[src/rtl/uart_pkg.sv]
// Shared UART transmit types: FSM state encoding, data width, baud-counter sizing.
// Imported by fifo_uart_tx and uart_baud_cnt.
package uart_pkg;

  localparam int DATA_W = 8;

  typedef enum logic [2:0] {
    IDLE,
    FETCH,
    LOAD,
    START,
    DATA,
    PARITY,
    STOP
  } tx_state_t;

  // Counter must hold 0..clks_per_bit-1; never narrower than one bit.
  function automatic int baud_cnt_w(input int clks_per_bit);
    return (clks_per_bit < 2) ? 1 : $clog2(clks_per_bit);
  endfunction

endpackage

[src/rtl/uart_baud_cnt.sv]
// Clearable bit-period counter: wraps at CLKS_PER_BIT-1 and flags that cycle with bit_tick.
// No latency beyond the count itself; clr holds the count at zero.
module uart_baud_cnt
  import uart_pkg::*;
#(
  parameter int CLKS_PER_BIT = 16
) (
  input  logic clk,
  input  logic rst,
  input  logic clr,
  output logic bit_tick
);

  localparam int CW = baud_cnt_w(CLKS_PER_BIT);
  localparam logic [CW-1:0] LAST = CW'(CLKS_PER_BIT - 1);

  logic [CW-1:0] cnt;

  always_ff @(posedge clk) begin
    if (rst || clr) begin
      cnt <= '0;
    end else if (cnt == LAST) begin
      cnt <= '0;
    end else begin
      cnt <= cnt + CW'(1);
    end
  end

  assign bit_tick = (cnt == LAST);

endmodule

[src/rtl/fifo_uart_tx.sv]
// FIFO-fed UART transmitter; tx falls 3 cycles after the deciding edge, 2 idle cycles between frames.
// Pops only a non-empty FIFO while tx_en is high; UART_TX_PARITY_EN adds an even-parity bit.
module fifo_uart_tx
  import uart_pkg::*;
#(
  parameter int CLKS_PER_BIT = 16,
  parameter int STOP_BITS    = 1
) (
  input  logic              clk,
  input  logic              rst,
  input  logic              tx_en,
  input  logic              stack_empty,
  input  logic [DATA_W-1:0] Data_out,
  output logic              read_from_stack,
  output logic              tx,
  output logic              busy,
  output logic              frame_done
);

  tx_state_t         state;
  tx_state_t         state_n;
  logic [DATA_W-1:0] shift;
  logic [2:0]        bit_cnt;
  logic              bit_tick;
  logic              baud_clr;
  logic              can_fetch;
  logic              data_last;
  logic              stop_last;
  logic              tx_n;
`ifdef UART_TX_PARITY_EN
  logic              parity;
`endif

  // Counter sits at zero until START so the start bit gets a full period.
  assign baud_clr  = (state == IDLE) || (state == FETCH) || (state == LOAD);
  assign can_fetch = tx_en && !stack_empty;
  assign data_last = bit_tick && (bit_cnt == 3'd7);
  assign stop_last = bit_tick && (bit_cnt == 3'(STOP_BITS - 1));

  uart_baud_cnt #(
    .CLKS_PER_BIT(CLKS_PER_BIT)
  ) u_baud (
    .clk      (clk),
    .rst      (rst),
    .clr      (baud_clr),
    .bit_tick (bit_tick)
  );

  always_ff @(posedge clk) begin
    if (rst) begin
      state <= IDLE;
    end else begin
      state <= state_n;
    end
  end

  always_comb begin
    state_n = state;
    tx_n    = 1'b1;
    case (state)
      IDLE: begin
        if (can_fetch) state_n = FETCH;
      end
      FETCH: state_n = LOAD;
      LOAD:  state_n = START;
      START: begin
        tx_n = 1'b0;
        if (bit_tick) state_n = DATA;
      end
      DATA: begin
        tx_n = shift[0];
`ifdef UART_TX_PARITY_EN
        if (data_last) state_n = PARITY;
`else
        if (data_last) state_n = STOP;
`endif
      end
`ifdef UART_TX_PARITY_EN
      PARITY: begin
        tx_n = parity;
        if (bit_tick) state_n = STOP;
      end
`endif
      STOP: begin
        if (stop_last) state_n = can_fetch ? FETCH : IDLE;
      end
      default: state_n = IDLE;
    endcase
  end

  // Bit counter indexes data bits in DATA and stop bits in STOP.
  always_ff @(posedge clk) begin
    if (rst) begin
      bit_cnt <= 3'd0;
    end else if (state != state_n) begin
      bit_cnt <= 3'd0;
    end else if (((state == DATA) || (state == STOP)) && bit_tick) begin
      bit_cnt <= bit_cnt + 3'd1;
    end
  end

  always_ff @(posedge clk) begin
    if (rst) begin
      shift <= '0;
    end else if (state == LOAD) begin
      shift <= Data_out;
    end else if ((state == DATA) && bit_tick) begin
      shift <= {1'b0, shift[DATA_W-1:1]};
    end
  end

`ifdef UART_TX_PARITY_EN
  always_ff @(posedge clk) begin
    if (rst) begin
      parity <= 1'b0;
    end else if (state == LOAD) begin
      parity <= ^Data_out;
    end
  end
`endif

  // Outputs are registered, so the line trails the state register by one cycle.
  always_ff @(posedge clk) begin
    if (rst) begin
      tx              <= 1'b1;
      busy            <= 1'b0;
      read_from_stack <= 1'b0;
      frame_done      <= 1'b0;
    end else begin
      tx              <= tx_n;
      busy            <= (state_n != IDLE) || (state == STOP);
      read_from_stack <= (state_n == FETCH);
      frame_done      <= (state == STOP) && stop_last;
    end
  end

endmodule
[config.mk]
export PLATFORM = sky130hd
export DESIGN_NAME = fifo_uart_tx
export DESIGN_NICKNAME = d
export VERILOG_FILES = /design/src/rtl/uart_pkg.sv /design/src/rtl/uart_baud_cnt.sv /design/src/rtl/fifo_uart_tx.sv
export SDC_FILE = /design/constraint.sdc
export NUM_CORES = 1
export LEC_CHECK = 0
export BUFFER_PORTS_ARGS = -buffer_cell sky130_fd_sc_hd__buf_2
export CAP_MARGIN = 20
export CORE_AREA = 2 2 47 49
export DETAILED_ROUTE_END_ITERATION = 16
export DIE_AREA = 0 0 49 51
export GPL_ROUTABILITY_DRIVEN = 0
export GPL_TIMING_DRIVEN = 0
export HOLD_SLACK_MARGIN = 0.02
export PLACE_DENSITY = 0.78
export SLEW_MARGIN = 20
export SYNTH_ARGS = -nofsm -noshare
export SYNTH_HDL_FRONTEND = slang
export SYNTH_SLANG_ARGS = --single-unit
[constraint.sdc]
create_clock -name clk -period 4.3 [get_ports clk]
set_input_delay 0.645 -clock clk [delete_from_list [all_inputs] [get_ports clk]]
set_output_delay 0.645 -clock clk [all_outputs]
set_load 0.01 [all_outputs]
==> results.md <==
* Setup violators final at 0
* Fin crit share at 39.4%
* Syn_nets at 141
* Gr usage total at 18.9%
* Leak pwr at 0.487 nW
* Largest net degree at the start of global routing at 13
* Post-CTS Resized at 0
* Die area at 2500 um^2
* Synth Register Bits at 22
* H-tree levels at 1
* FP Rows at 17
* Netlist Area Pre-Place at 1100 um^2
* Initial DRT Pass Iterations at 4
* Top post-synthesis cells by area: dfxtp_1, a211oi_1, nor2_1
* CP Class: register to register
* Core ar. at 2060 um^2
* GRT Residual Overflow at 0
* Number of flops mapped to enable cells by yosys at 0
* Gate power share at 16.6%
* Port Buf Inserts at 14
* Critical path data arrival time at 1.90 ns
* TritonCTS clock tree: built
* Die Span X at 49 um
* Synth Flop Type: dfxtp_1
* Worst Setup Start Kind: register
* Fin Hold WS at 0.466 ns
* Asr flop ratio synth at 0%
* DP HPWL at 1750 um
* Unrepaired setup endpoints after global routing: no
* Area delta synth->final at 12.9%
* Final instance area at 1240 um^2
* Flop pwr share at 55.8%
* Clock network fraction of total power at 27.6%
* Final wirelength at 2260 um
* Inst Count DP at 167
* Max cap viols at 0
* WP data required at 4.51 ns
* Initial antenna violation count at 0
* CTS Buf Count at 3
* Via count at 972
* CTS Sinks at 22
* Max Clock Skew at 0.00780 ns
* Post-CTS Setup Inserts at 0
* Internal at 0.293 mW
* Share of layout cells above drive strength 1 at 21.7%
* Max Freq at 591 MHz
* Drt initial violations at 21
* Switching pwr at 0.108 mW
* Mux share of post-synthesis cell area at 1.82%
* Routed length per instance at 13.2 um
* Top cell type's share of synthesized area at 40.1%
* Layout Cells excl Fill at 171
* Relative slew slack at 70.4%
* Final ANT Viol Nets at 0
* FF-to-FF path depth at 5
* Initial Util at 53.2%
* VDD IR-drop max at 0.180 mV
* Yosys top cell by area: dfxtp_1
* Nets at 160
* Hold Path Class: register to register
* Global-route wire length before repair at 3730 um
* Worst slew pin tran at 0.444 ns
* Remaining DRCs at 0
* Power Dens Cells at 324 nW/um^2
* Critical path capture point type: register
* Synth Area in XOR/XNOR at 2.39%
* Slew Viols, Final at 0
* Reg area at 440 um^2
* Synth Area in Simple Gates at 25.7%
* Largest family of logic cells by synthesized area: simple AND/OR/NAND/NOR gates
* Final hold viol count at 0
* Vias per std cell at 5.68
* Depth of the worst hold-timing path at 1
* Distinct cells, synth at 39
* Outcome: completed
* Worst-path maximum fanout at 7
* Clock Latency Late Sink at 0.30 ns
* Commonest non-fill, non-tap cell in the layout: dfxtp_1
* Placed inst area at 1200 um^2
* Ys Warns at 0
* Multi-input logic area at 594 um^2
* N_diodes at 0
* Seq/Total Area, Yosys at 40.1%
* Setup_tns at 0 ns
* Hold_buf cts at 0
* Die height at 51 um
* Adder-Cell Fraction of Synth Area at 4.56%
* Commonest non-fill, non-tap cells in the layout: dfxtp_1, buf_2, nor2_1
* Boundary Pins at 16
* Max Root-Sink Buffers at 2
* Clock transition at path regs at 0.11 ns
* Syn Area/Cell at 8.79 um^2
* Fillers at 200
* Switching share of power at 26.9%
* Period minus WS final at 1.69 ns
* Number of global-route vias before repair at 910
* Clock root buffer: clkbuf_4
* Gate Count Post-Synth at 125
* Complex-gate fraction of the synthesized area at 19.6%
==> per-layer routing <==
metal / global-route usage, % / vias to the layer above / wire, um
li1: - / 481 / -
met1: 21.3 / 447 / 961
met2: 35.6 / 33 / 1150
met3: 2.05 / 11 / 93
met4: 9.05 / 0 / 53
met5: 0 / - / 0
==> kinds of logic (layout without fill, tap and decap cells) <==
family                   after synthesis  after routing
multiplexers                           2              2
AND/OR/NAND/NOR                       51             51
adder cells (fa/ha/maj)                4              4
AO/OA/AOI/OAI                         30             30
flip-flops                            22             22
buffers and inverters                 13             31
XOR/XNOR                               3              3
==> cell usage after synthesis (2+ instances only) <==
master and count:
dfxtp_1 22, nor2_1 14, a21oi_1 10, nand2_1 9, a211oi_1 7, nand3_1 6, inv_1 5, ha_1 4
nor4_1 4, a22oi_1 3, buf_2 3, nor3_1 3, nor4_2 3, a211o_1 2, and3_1 2, clkbuf_1 2
mux2i_1 2, nor2b_1 2, xnor2_1 2
==> area by class of cell <==
class	count	share of cell area (%)
buffer	8	3.63
clock buffer	4	2.93
inverter	5	1.51
multi-input combinational	90	47.9
sequential	22	35.5
tap	28	2.83
timing repair buffer	14	5.65
==> sequential cells by signal, summed over array words and instances, names as in the netlist <==
register / count
frame_done: 1
state: 3
tx: 1
read_from_stack: 1
bit_cnt: 3
shift: 8
u_baud.cnt: 4
busy: 1
==> power by group through the flow <==
stage                     registers (mW)  logic, mW  clock network [mW]
final                              0.224     0.0667               0.111
after global routing               0.225     0.0741               0.121
after detailed placement           0.228     0.0660                   0
after CTS                          0.224     0.0665               0.112
after global placement             0.227     0.0630                   0
after floorplan                    0.227     0.0472                   0
==> through the flow <==
step                power (mW)  setup slack [ns]  utilization, %
detailed placement       0.294              2.49            58.3
CTS                      0.402              2.59            60.1
finish                   0.401              2.61            60.1
global route             0.421              2.46            60.1
floorplan                0.274              2.73               -
global placement         0.290              2.55            58.3
==> worst max-delay path, stage by stage, from the launching register on <==
cell	delay, ns
dfxtp_1	0.37
ha_1	0.25
nand4_2	0.19
nor3_2	0.38
a21oi_1	0.14
a211oi_1	0.27
==> final timing paths <==
path	slack, ns	endpoint	start
worst max-delay path	2.61	shift[4]	u_baud.cnt[0]
worst min-delay path	0.47	u_baud.cnt[0]	u_baud.cnt[0]
worst max register to register	2.61	shift[4]	u_baud.cnt[0]
worst min register to register	0.47	u_baud.cnt[0]	u_baud.cnt[0]
Power figures use the tool's default switching activity.
